<file path="config.mk">
export PLATFORM = sky130hd
export DESIGN_NAME = bsg_wormhole_mem_arbiter
export DESIGN_NICKNAME = d
export VERILOG_FILES = /design/src/rtl/bsg_wormhole_mem_arb_pkg.sv /design/src/rtl/bsg_wormhole_pkt_len_tracker.sv /design/src/rtl/bsg_wormhole_mem_arbiter.sv
export SDC_FILE = /design/constraint.sdc
export NUM_CORES = 1
export LEC_CHECK = 0
export CORE_AREA = 2 2 104 106
export CTS_BUF_LIST = sky130_fd_sc_hd__clkbuf_2
export DETAILED_ROUTE_END_ITERATION = 10
export DIE_AREA = 0 0 106 108
export GPL_ROUTABILITY_DRIVEN = 0
export MAX_ROUTING_LAYER = met4
export PLACE_DENSITY_LB_ADDON = 0.2
export SYNTH_ARGS = -nofsm -noshare
export SYNTH_HDL_FRONTEND = slang
export SYNTH_SLANG_ARGS = --single-unit
</file>
<file path="constraint.sdc">
create_clock -name clk_i -period 2.9 [get_ports clk_i]
set_input_delay 0.87 -clock clk_i [delete_from_list [all_inputs] [get_ports clk_i]]
set_output_delay 0.87 -clock clk_i [all_outputs]
set_load 0.05 [all_outputs]
</file>
<file path="src/rtl/bsg_wormhole_mem_arb_pkg.sv">
// bsg_wormhole_mem_arb_pkg: FSM state types and wormhole header field offsets (cord at LSB, then len, then cid)
package bsg_wormhole_mem_arb_pkg;
  typedef enum logic {REQ_IDLE, REQ_BUSY} req_state_e;
  typedef enum logic {RESP_IDLE, RESP_BUSY} resp_state_e;
  function automatic int len_lsb(input int cord_w);
    return cord_w;
  endfunction
  function automatic int cid_lsb(input int cord_w, input int len_w);
    return cord_w + len_w;
  endfunction
endpackage

</file>
<file path="src/rtl/bsg_wormhole_pkt_len_tracker.sv">
// bsg_wormhole_pkt_len_tracker: counts remaining body flits of a wormhole packet; busy_o is the in-packet flag for the next cycle
module bsg_wormhole_pkt_len_tracker #(
  parameter int len_width_p = 4
) (
  input  logic                   clk_i,
  input  logic                   reset_i,
  input  logic                   hdr_i,
  input  logic                   hs_i,
  input  logic [len_width_p-1:0] len_i,
  output logic                   busy_o,
  output logic                   last_o
);
  logic [len_width_p-1:0] cnt_q, cnt_d;
  always_comb begin
    last_o = hdr_i ? (len_i == '0) : (cnt_q == len_width_p'(1));
    busy_o = hs_i ? ~last_o : ~hdr_i;
    cnt_d  = hs_i ? (hdr_i ? len_i : cnt_q - len_width_p'(1)) : cnt_q;
  end
  always_ff @(posedge clk_i) begin
    if (reset_i) cnt_q <= '0;
    else         cnt_q <= cnt_d;
  end
endmodule

</file>
<file path="src/rtl/bsg_wormhole_mem_arbiter.sv">
// bsg_wormhole_mem_arbiter: packet-granular 2:1 wormhole memory arbiter; per-port grant counters enabled by BSG_WH_MEM_ARB_STATS_EN
module bsg_wormhole_mem_arbiter
  import bsg_wormhole_mem_arb_pkg::*;
#(
  parameter int wh_flit_width_p = 32,
  parameter int wh_cord_width_p = 7,
  parameter int wh_len_width_p  = 4,
  parameter int wh_cid_width_p  = 1
) (
  input  logic                            clk_i,
  input  logic                            reset_i,
  input  logic [1:0]                      req_v_i,
  input  logic [1:0][wh_flit_width_p-1:0] req_data_i,
  output logic [1:0]                      req_ready_and_o,
  output logic                            mem_req_v_o,
  output logic [wh_flit_width_p-1:0]      mem_req_data_o,
  input  logic                            mem_req_ready_and_i,
  input  logic                            mem_resp_v_i,
  input  logic [wh_flit_width_p-1:0]      mem_resp_data_i,
  output logic                            mem_resp_ready_and_o,
  output logic [1:0]                      resp_v_o,
  output logic [1:0][wh_flit_width_p-1:0] resp_data_o,
  input  logic [1:0]                      resp_ready_and_i,
  output logic [1:0][31:0]                pkt_count_o
);
  localparam int len_lsb_lp = len_lsb(wh_cord_width_p);
  localparam int cid_lsb_lp = cid_lsb(wh_cord_width_p, wh_len_width_p);

  req_state_e  req_state_q, req_state_d;
  resp_state_e resp_state_q, resp_state_d;
  logic rr_q, rr_d, req_sel_q, req_sel_d, resp_sel_q, resp_sel_d;
  logic req_hdr, req_win, req_sel, req_hs, req_busy, req_last;
  logic resp_hdr, resp_sel, resp_hs, resp_busy, resp_last;

  assign req_hdr  = req_state_q == REQ_IDLE;
  assign req_win  = req_v_i[rr_q] ? rr_q : ~rr_q;
  assign req_sel  = req_hdr ? req_win : req_sel_q;
  assign req_hs   = mem_req_v_o & mem_req_ready_and_i;
  assign resp_hdr = resp_state_q == RESP_IDLE;
  assign resp_sel = resp_hdr ? mem_resp_data_i[cid_lsb_lp] : resp_sel_q;
  assign resp_hs  = mem_resp_v_i & mem_resp_ready_and_o;

  bsg_wormhole_pkt_len_tracker #(.len_width_p(wh_len_width_p)) req_trk (
    .clk_i  (clk_i),
    .reset_i(reset_i),
    .hdr_i  (req_hdr),
    .hs_i   (req_hs),
    .len_i  (req_data_i[req_sel][len_lsb_lp +: wh_len_width_p]),
    .busy_o (req_busy),
    .last_o (req_last)
  );

  bsg_wormhole_pkt_len_tracker #(.len_width_p(wh_len_width_p)) resp_trk (
    .clk_i  (clk_i),
    .reset_i(reset_i),
    .hdr_i  (resp_hdr),
    .hs_i   (resp_hs),
    .len_i  (mem_resp_data_i[len_lsb_lp +: wh_len_width_p]),
    .busy_o (resp_busy),
    .last_o (resp_last)
  );

  always_ff @(posedge clk_i) begin
    if (reset_i) begin
      req_state_q  <= REQ_IDLE;
      resp_state_q <= RESP_IDLE;
      rr_q         <= 1'b0;
      req_sel_q    <= 1'b0;
      resp_sel_q   <= 1'b0;
    end else begin
      req_state_q  <= req_state_d;
      resp_state_q <= resp_state_d;
      rr_q         <= rr_d;
      req_sel_q    <= req_sel_d;
      resp_sel_q   <= resp_sel_d;
    end
  end

  always_comb begin
    req_state_d  = req_busy ? REQ_BUSY : REQ_IDLE;
    resp_state_d = resp_busy ? RESP_BUSY : RESP_IDLE;
    rr_d         = (req_hs & req_last) ? ~req_sel : rr_q;
    req_sel_d    = (req_hs & req_hdr) ? req_win : req_sel_q;
    resp_sel_d   = (resp_hs & resp_hdr) ? resp_sel : resp_sel_q;
  end

  always_comb begin
    mem_req_v_o     = ~reset_i & req_v_i[req_sel];
    mem_req_data_o  = req_data_i[req_sel];
    if (req_hdr) mem_req_data_o[cid_lsb_lp +: wh_cid_width_p] = wh_cid_width_p'(req_win);
    req_ready_and_o = {2{~reset_i & mem_req_ready_and_i}} & (req_sel ? 2'b10 : 2'b01);
    resp_v_o        = {2{~reset_i & mem_resp_v_i}} & (resp_sel ? 2'b10 : 2'b01);
    resp_data_o     = {2{mem_resp_data_i}};
    mem_resp_ready_and_o = ~reset_i & resp_ready_and_i[resp_sel];
  end

`ifdef BSG_WH_MEM_ARB_STATS_EN
  logic [1:0][31:0] pkt_count_q, pkt_count_d;
  always_comb begin
    pkt_count_d = pkt_count_q;
    if (req_hs && req_hdr) pkt_count_d[req_win] = pkt_count_q[req_win] + 32'd1;
  end
  always_ff @(posedge clk_i) begin
    if (reset_i) pkt_count_q <= '0;
    else         pkt_count_q <= pkt_count_d;
  end
  assign pkt_count_o = pkt_count_q;
`else
  assign pkt_count_o = '0;
`endif
endmodule

</file>
After elaboration in Yosys (flattened, before gate mapping) --
Cells that the tools add are included.
Word-level totals: register bits after elaboration 13, input bits 104, output and inout bits 166
Cells by class: $add $sub $neg 2, $lt $le $gt $ge 3, equal/unequal tests 2, mux-type cells 22, bitwise gates (word level) 18, reduce and logical (&&, ||, !) cells 2
Operators by type and width (count):
- 2-to-1 mux 32 bit | 2
- 2-to-1 mux 1 bit | 16
- AND 1 bit | 9
- equality test 4 x 1 -> 1 bit, second input constant | 2
- zero test 4 bit | 2
- 2-to-1 mux 4 bit | 2
- subtractor 4 x 1 -> 4 bit, second input constant | 2
- NOT 1 bit | 7
- < comparator 1 x 2 -> 1 bit, second input constant | 3
- AND 2 bit | 2
- 2-to-1 mux 2 bit | 2

Longest topological paths before layout --
Gate-level depths: netlist of the first run.
depth after elaboration 11, mapped depth 7

Cells and area by module --
Synthesis of the first run repeated with hierarchy kept, for this count alone.
Second synthesis, totals: cells, all modules 280, area total of the unflattened synthesis 2287.2 um2
Modules (own cells, without submodules):
- bsg_wormhole_mem_arbiter | instances 1, cells an instance 210, area each 1706.6 um2
- bsg_wormhole_pkt_len_tracker | instances 2, cells an instance 35, area each 290.3 um2

Worst setup path after synthesis of the first run --
OpenSTA, ideal clock, no wires.
kind in2out, start point input req_v_i[1], end point output mem_req_v_o, data arrival time 2.266 ns, path slack -0.236 ns, stages on the path 6, path through nand2b_1 > a31o_2 > buf_6 > buf_6 > mux2i_1 > nor2_1
On the way: word-level cells in the longest chain between the ends 7
Ends and longest elaborated chain:
- from (decl) | line bsg_wormhole_mem_arbiter.sv:12 | input logic [1:0] req_v_i,
- 2-to-1 mux 1 bit (implied by the code) (2 in a row) | line bsg_wormhole_mem_arbiter.sv:36 | assign req_win = req_v_i[rr_q] ? rr_q : ~rr_q;
- 2-to-1 mux 1 bit | line bsg_wormhole_mem_arbiter.sv:36
- 2-to-1 mux 1 bit | line bsg_wormhole_mem_arbiter.sv:37 | assign req_sel = req_hdr ? req_win : req_sel_q;
- 2-to-1 mux 1 bit (implied by the code) * (2 in a row) | line bsg_wormhole_mem_arbiter.sv:88 | mem_req_v_o = ~reset_i & req_v_i[req_sel];
- AND 1 bit * | line bsg_wormhole_mem_arbiter.sv:88
- to (decl) | line bsg_wormhole_mem_arbiter.sv:15 | output logic mem_req_v_o,
Every way passes the cells marked *; elsewhere a longest branch is shown, timed or not. The select of a mux whose other input is x is not followed.

Worst setup path after layout of the first run --
start point input req_v_i[1], end point output mem_req_data_o[29]
On the way: word-level cells in the longest chain between the ends 6
Ends and longest elaborated chain:
- 2-to-1 mux 1 bit (implied by the code) (2 in a row) | line bsg_wormhole_mem_arbiter.sv:36
- 2-to-1 mux 1 bit | line bsg_wormhole_mem_arbiter.sv:36
- 2-to-1 mux 1 bit | line bsg_wormhole_mem_arbiter.sv:37
- 2-to-1 mux 32 bit (implied by the code) (2 in a row) | line bsg_wormhole_mem_arbiter.sv:89 | mem_req_data_o = req_data_i[req_sel];
- to (decl) | line bsg_wormhole_mem_arbiter.sv:16 | output logic [wh_flit_width_p-1:0] mem_req_data_o,
Every way passes these cells. The select of a mux whose other input is x is not followed.

==> results of run 1 <==
-- per-layer routing --
layer | GRT usage, % | vias to the layer above
li1 | - | 922
met1 | 10.3 | 877
met2 | 23.0 | 123
met3 | 3.62 | 0
met4 | 0.564 | 0
met5 | - | -
-- registers in the layout, summed over array words and instances, names as in the netlist --
register and flops:
req_state_q 1, rr_q 1, req_trk.cnt_q 4, req_sel_q 1, resp_sel_q 1, resp_trk.cnt_q 4, resp_state_q 1
-- cell type report --
cell class              instances  area (sq um)  share of cell area, %
diodes                          1          2.50                 0.0707
clock buffers                   4          20.0                  0.565
inverters                      11          41.3                   1.17
multi-input cells             186          1350                   38.0
flip-flops and latches         13           260                   7.35
well taps                     136           170                   4.81
repair buffers                146          1700                   48.0
-- cell families (layout without fill, tap and decap cells) --
family / count (synthesis) / count (layout) / share of synthesized area, %
fa+ha+maj: 4 / 4 / 2.12
flops: 13 / 13 / 11.0
compound gates: 25 / 25 / 8.41
simple gates: 47 / 47 / 10.8
buf+inv: 148 / 161 / 45.4
mux: 46 / 46 / 22.0
other cells: 1 / 65 / 0.159
-- through the flow --
step | power [mW] | instances | setup TNS (ns) | setup WS (ns) | util (%)
6_report | 1.27 | 497 | -0.765 | -0.0554 | 34.6
5_1_grt | 1.32 | 497 | -1.40 | -0.0870 | 34.6
4_1_cts | 1.28 | 498 | -0.835 | -0.0439 | 34.7
3_5_place_dp | 1.05 | 484 | -12.86 | -0.408 | 31.0
2_1_floorplan | 1.06 | 347 | -0.0204 | -0.0204 | -
3_3_place_gp | 1.05 | 484 | -12.34 | -0.397 | 31.0
-- final timing paths --
path,from,end,depth (start not counted)
max reg2reg,rr_q$_SDFFE_PP0P_,req_state_q$_SDFFE_PP0P_,7
min reg2reg,resp_trk.cnt_q[1]$_SDFFE_PP0P_,resp_trk.cnt_q[1]$_SDFFE_PP0P_,2
min,resp_trk.cnt_q[1]$_SDFFE_PP0P_,resp_trk.cnt_q[1]$_SDFFE_PP0P_,2
max,req_v_i[1],mem_req_data_o[29],6
-- cells in the final DEF, fill, tap and decap left out, drive strengths merged, types with 2 or more instances in the layout --
cell type / instances
clkdlybuf4s50: 73
buf: 71
conb: 64
mux2: 35
nor2: 16
dfxtp: 13
inv: 11
mux2i: 11
nand2: 6
nor3: 6
a21oi: 5
ha: 4
clkbuf: 4
nand2b: 4
a31oi: 3
o211ai: 2
o31ai: 2
a211oi: 2
or3: 2
and3: 2
o21ai: 2
o311ai: 2
-- power breakdown --
group,switching [mW],internal [mW],total (mW)
sequential,0.0102,0.190,0.201
clock,0.0645,0.0366,0.101
combinational,0.571,0.397,0.968
total,0.646,0.624,1.27
-- critical path, cell delays in order --
cell	delay [ns]
sky130_fd_sc_hd__buf_6	0.09
sky130_fd_sc_hd__nand2b_4	0.13
sky130_fd_sc_hd__a31o_4	0.25
sky130_fd_sc_hd__bufbuf_16	0.28
sky130_fd_sc_hd__mux2_4	0.30
sky130_fd_sc_hd__buf_6	0.15
-- timing repair --
item / 4_1_cts / 5_1_grt
buffers inserted: 7 / 0
endpoints found under the setup margin: 35 / 33
cloned: 3 / 0
gates resized for setup: 69 / 3
pin swaps: 1 / 0
==> flow_summary.rst, run 1 <==
.. list-table::
   :header-rows: 1

   * - Metric
     - Value
   * - Post-synthesis instance area
     - 0.00236 sq mm
   * - Ratio of routed vias to standard cells
     - 3.87
   * - GR Overflow Total
     - 0
   * - Total cell area at the placement stage
     - 0.00317 sq mm
   * - Number of buffer cells added on primary ports
     - 124
   * - Violated checks
     - setup timing
   * - Max-Cap Viols
     - 0
   * - Worst-path maximum fanout
     - 6
   * - Critical path type
     - in -> out
   * - Area share of the largest cell type after synthesis
     - 40.6%
   * - Fraction of the yosys area taken by sequential cells
     - 11.0%
   * - Worst-Skew Late Latency
     - 0.27 ns
   * - Total count of hold-check failures in the final report
     - 0
   * - 1st-iter DRT viols
     - 39
   * - Initial standard-cell utilization of the core
     - 23.1%
   * - Count of unique library cells instantiated by Yosys
     - 50
   * - Routed wire per std cell
     - 13.7 microns
   * - Initial antenna violation count
     - 1
   * - Clock Sink Count
     - 13
   * - Number of enable flip-flop cells after synthesis
     - 0
   * - Worst Hold Margin
     - 0.527 ns
   * - Largest voltage drop on the vdd net
     - 0.000138 V
   * - Largest net degree at the start of global routing
     - 18
   * - Required time of the critical path
     - 2.03 ns
   * - Sort of element at the start of the critical path
     - primary input
   * - Area of the core
     - 0.0102 sq mm
   * - Num rows
     - 37
   * - Max Buffers Root-to-Sink
     - 2
   * - Count of unresolved DRC violations after routing
     - 0
   * - Reg-to-reg slack, setup
     - 1.13 ns
   * - Met2 layer wire length in the routed design
     - 3900 microns
   * - Clock Tree Root
     - sky130_fd_sc_hd__clkbuf_2
   * - Warnings from Yosys
     - 0
   * - Post-synth top flop
     - sky130_fd_sc_hd__dfxtp_1
   * - Largest area contributor in the synthesized netlist
     - sky130_fd_sc_hd__buf_4
   * - Met3 Wirelength
     - 622 microns
   * - Drt first pass iters
     - 4
   * - Uppermost layer routed
     - met3
   * - Worst path setup slack after routing
     - -0.0554 ns
   * - Number of global-route vias before repair
     - 1824
   * - Post-cts hold buffer count
     - 0
   * - Average footprint of a synthesized cell
     - 8.33 sq um
   * - Worst Skew
     - 0.000831 ns
   * - Type of destination of the critical path
     - primary output
   * - Leakage
     - 1.55 nW
   * - Inserted Clock Buffers
     - 3
   * - Layout cell share with drive strength beyond 1
     - 34.7%
   * - Period minus WS final
     - 2.96 ns
   * - Final net count
     - 469
   * - Run status
     - finished, violations left
   * - Count of antenna-violating nets left after detailed routing
     - 0
   * - Post-detailed-placement half-perimeter wirelength
     - 5480 microns
   * - Fraction of registers with async set or reset after synthesis
     - 0%
   * - Detailed-route via count
     - 1922
   * - Setup repair after global routing missed its margin
     - true
   * - Top cells by instance count after synthesis
     - sky130_fd_sc_hd__buf_4 (128), sky130_fd_sc_hd__mux2_2 (31), sky130_fd_sc_hd__nor2_1 (15)
   * - Post-route cell area
     - 0.00354 sq mm
   * - Data arrival at the endpoint of the critical path
     - 2.09 ns
   * - Clock input transition at the sequential cells of the worst setup and hold paths
     - 0.14 ns
   * - Die width
     - 106 microns
   * - Htree depth
     - 1
   * - Top cells by area, synth
     - sky130_fd_sc_hd__buf_4 (41%), sky130_fd_sc_hd__mux2_2 (15%), sky130_fd_sc_hd__dfxtp_1 (11%)
   * - Fill cells
     - 1043
   * - Die Y-Extent
     - 108 microns
   * - TritonCTS clock tree
     - yes
   * - Power density of the placed cells
     - 359 mW/mm^2
   * - GRT Total Usage
     - 11.1%
   * - Final setup fails
     - 20
   * - Maximum clock frequency
     - 338 MHz
   * - Number of storage elements in the synthesis netlist
     - 13
   * - Number of top-level pins
     - 270
   * - Length of routed wiring on met1
     - 2300 microns
   * - P&R area growth vs syn
     - 49.7%
   * - Wire length of the first global-routing pass
     - 9670 microns
   * - Die Footprint
     - 0.0114 sq mm
   * - Fin crit share
     - 102%
   * - Wire length reported by the detailed router
     - 6830 microns
   * - Pins Over Slew Limit
     - 0
   * - Most common cell in the netlist
     - sky130_fd_sc_hd__buf_4
   * - Worst min path class
     - reg -> reg
   * - Number of cells produced by synthesis
     - 284
Power figures use the tool's default switching activity.
==> inputs of run 2 (changes only) <==
--- a/config.mk
+++ b/config.mk
@@ -12,6 +12,8 @@
 export GPL_ROUTABILITY_DRIVEN = 0
 export MAX_ROUTING_LAYER = met4
 export PLACE_DENSITY_LB_ADDON = 0.2
+export SETUP_SLACK_MARGIN = 0.4
+export SKIP_CTS_REPAIR_TIMING = 1
 export SYNTH_ARGS = -nofsm -noshare
 export SYNTH_HDL_FRONTEND = slang
 export SYNTH_SLANG_ARGS = --single-unit
==> flow_summary.rst, run 2 (synthesized netlist as in run 1, its figures left out) <==
.. list-table::
   :header-rows: 1

   * - Metric
     - Value
   * - Number of top-level pins
     - 270
   * - Sort of element at the start of the critical path
     - primary input
   * - Pins Over Slew Limit
     - 0
   * - TritonCTS clock tree
     - yes
   * - Die width
     - 106 microns
   * - Wire length reported by the detailed router
     - 7120 microns
   * - Period minus WS final
     - 2.94 ns
   * - Worst Skew
     - 0.000486 ns
   * - Slowest cell on crit path
     - sky130_fd_sc_hd__a31o_4
   * - Setup repair after global routing missed its margin
     - true
   * - Count of unresolved DRC violations after routing
     - 0
   * - Worst-Skew Late Latency
     - 0.28 ns
   * - Htree depth
     - 1
   * - Maximum clock frequency
     - 340 MHz
   * - Fin crit share
     - 101%
   * - Num rows
     - 37
   * - Number of global-route vias before repair
     - 1732
   * - Leakage
     - 1.81 nW
   * - Largest voltage drop on the vdd net
     - 0.000129 V
   * - Violated checks
     - setup timing
   * - Worst min path class
     - reg -> reg
   * - Clock input transition at the sequential cells of the worst setup and hold paths
     - 0.14 ns
   * - Largest registers
     - req_trk.cnt_q: 4 flops, resp_trk.cnt_q: 4 flops
   * - Clock Tree Root
     - sky130_fd_sc_hd__clkbuf_2
   * - Area of the core
     - 0.0102 sq mm
   * - Max Buffers Root-to-Sink
     - 2
   * - Die Y-Extent
     - 108 microns
   * - Number of antenna repair diodes
     - 0
   * - Cell breakdown of the critical path
     - buf_8, nand2b_4, a31o_4, clkbuf_16, mux2_4, buf_12
   * - Data arrival at the endpoint of the critical path
     - 2.07 ns
   * - Largest net degree at the start of global routing
     - 20
   * - Detailed-route via count
     - 1922
   * - Inserted Clock Buffers
     - 3
   * - Total count of hold-check failures in the final report
     - 0
   * - Commonest non-fill, non-tap cells in the layout
     - sky130_fd_sc_hd__conb_1 (64), sky130_fd_sc_hd__clkdlybuf4s50_1 (63), sky130_fd_sc_hd__buf_12 (43), sky130_fd_sc_hd__mux2_4 (27), sky130_fd_sc_hd__buf_4 (16)
   * - Layout cell share with drive strength beyond 1
     - 37.8%
   * - GRT Total Usage
     - 10.8%
   * - 1st-iter DRT viols
     - 31
   * - Buffering stage count on the worst path with inverters included
     - 3
   * - Final net count
     - 471
   * - Final Power
     - 1.38 mW
   * - Number of buffer cells added on primary ports
     - 124
   * - Post-detailed-placement half-perimeter wirelength
     - 5800 microns
   * - Drt first pass iters
     - 4
   * - Wire length of the first global-routing pass
     - 9530 microns
   * - Critical path type
     - in -> out
   * - Initial antenna violation count
     - 0
   * - Routed wire per std cell
     - 14.3 microns
   * - Initial standard-cell utilization of the core
     - 23.1%
   * - Sequential cell area
     - 264 sq um
   * - Run status
     - finished, violations left
   * - Worst path max stage delay
     - 0.31 ns
   * - Power density of the placed cells
     - 351 mW/mm^2
   * - Total area of multi-input combinational cells
     - 0.00146 sq mm
   * - Final setup fails
     - 23
   * - GR Overflow Total
     - 0
   * - Max-Cap Viols
     - 0
   * - Ratio of routed vias to standard cells
     - 3.86
   * - P&R area growth vs syn
     - 66.5%
   * - Required time of the critical path
     - 2.03 ns
   * - Worst path setup slack after routing
     - -0.0372 ns
   * - Family of cells with the greatest summed delay on the critical path
     - buffers and inverters
   * - Clock Sink Count
     - 13
   * - Worst slack at placement
     - -0.570 ns
   * - Most common cell after layout, fill and taps aside
     - sky130_fd_sc_hd__conb_1
   * - Type of destination of the critical path
     - primary output
   * - Die Footprint
     - 0.0114 sq mm
   * - Worst-path maximum fanout
     - 8
   * - Count of antenna-violating nets left after detailed routing
     - 0
   * - Fill cells
     - 1034
[run 2: cell count changes in the layout (fill, tap and decap cells not counted), sizes merged]
cell | previous run | this run
clkdlybuf4s50 | 73 | 63
dlymetal6s2s | 0 | 10
clkbuf | 4 | 8
bufbuf | 1 | 0
diode | 1 | 0
dlygate4sd2 | 1 | 0
[run 2: path summary, 6_finish.rpt]
kind / start / end / slack, ns / cells after the start
worst min register to register: resp_trk.cnt_q[1]$_SDFFE_PP0P_ / resp_trk.cnt_q[1]$_SDFFE_PP0P_ / 0.51 / 2
worst max register to register: rr_q$_SDFFE_PP0P_ / rr_q$_SDFFE_PP0P_ / 1.13 / 8
worst min-delay path: resp_trk.cnt_q[1]$_SDFFE_PP0P_ / resp_trk.cnt_q[1]$_SDFFE_PP0P_ / 0.51 / 2
worst max-delay path: req_v_i[1] / mem_req_data_o[17] / -0.04 / 6
[run 2: area by class of cell]
cell class / count / area share (%)
multi-input cells: 186 / 37.0
flip-flops and latches: 13 / 6.70
well taps: 136 / 4.32
inverters: 11 / 1.05
clock buffers: 4 / 0.508
repair buffers: 148 / 50.4
[run 2: worst min-delay path, cell delays in order, from the launching register on]
cell,delay [ns]
sky130_fd_sc_hd__dfxtp_1,0.34
sky130_fd_sc_hd__nor2_1,0.09
sky130_fd_sc_hd__a211oi_1,0.05
[run 2: where the power goes]
part           leakage [nW]  internal (mW)  switching [mW]
Clock                0.0166         0.0366          0.0670
Combinational          1.68          0.482           0.594
Sequential            0.107          0.190          0.0118
[run 2: routing by layer]
layer  up-vias  global-route usage (%)  share of wire, %
met5         -                       -                 0
met4         0                    2.07              0.65
met3         6                    3.07               8.0
met2       121                    20.7                56
met1       873                    11.0                35
li1        922                       -                 -
[run 2: through the flow]
step	util [%]	cell area (sq um)	hold WS [ns]	instances	TNS, ns
final	38.5	3940	0.511	498	-0.498
after global routing	38.5	3940	0.573	498	-1.25
after CTS	35.4	3620	0.514	487	-17.72
after detailed placement	35.2	3600	0.495	483	-17.75
after global placement	35.2	3600	0.488	483	-15.85
after floorplan	-	2730	0.478	347	0
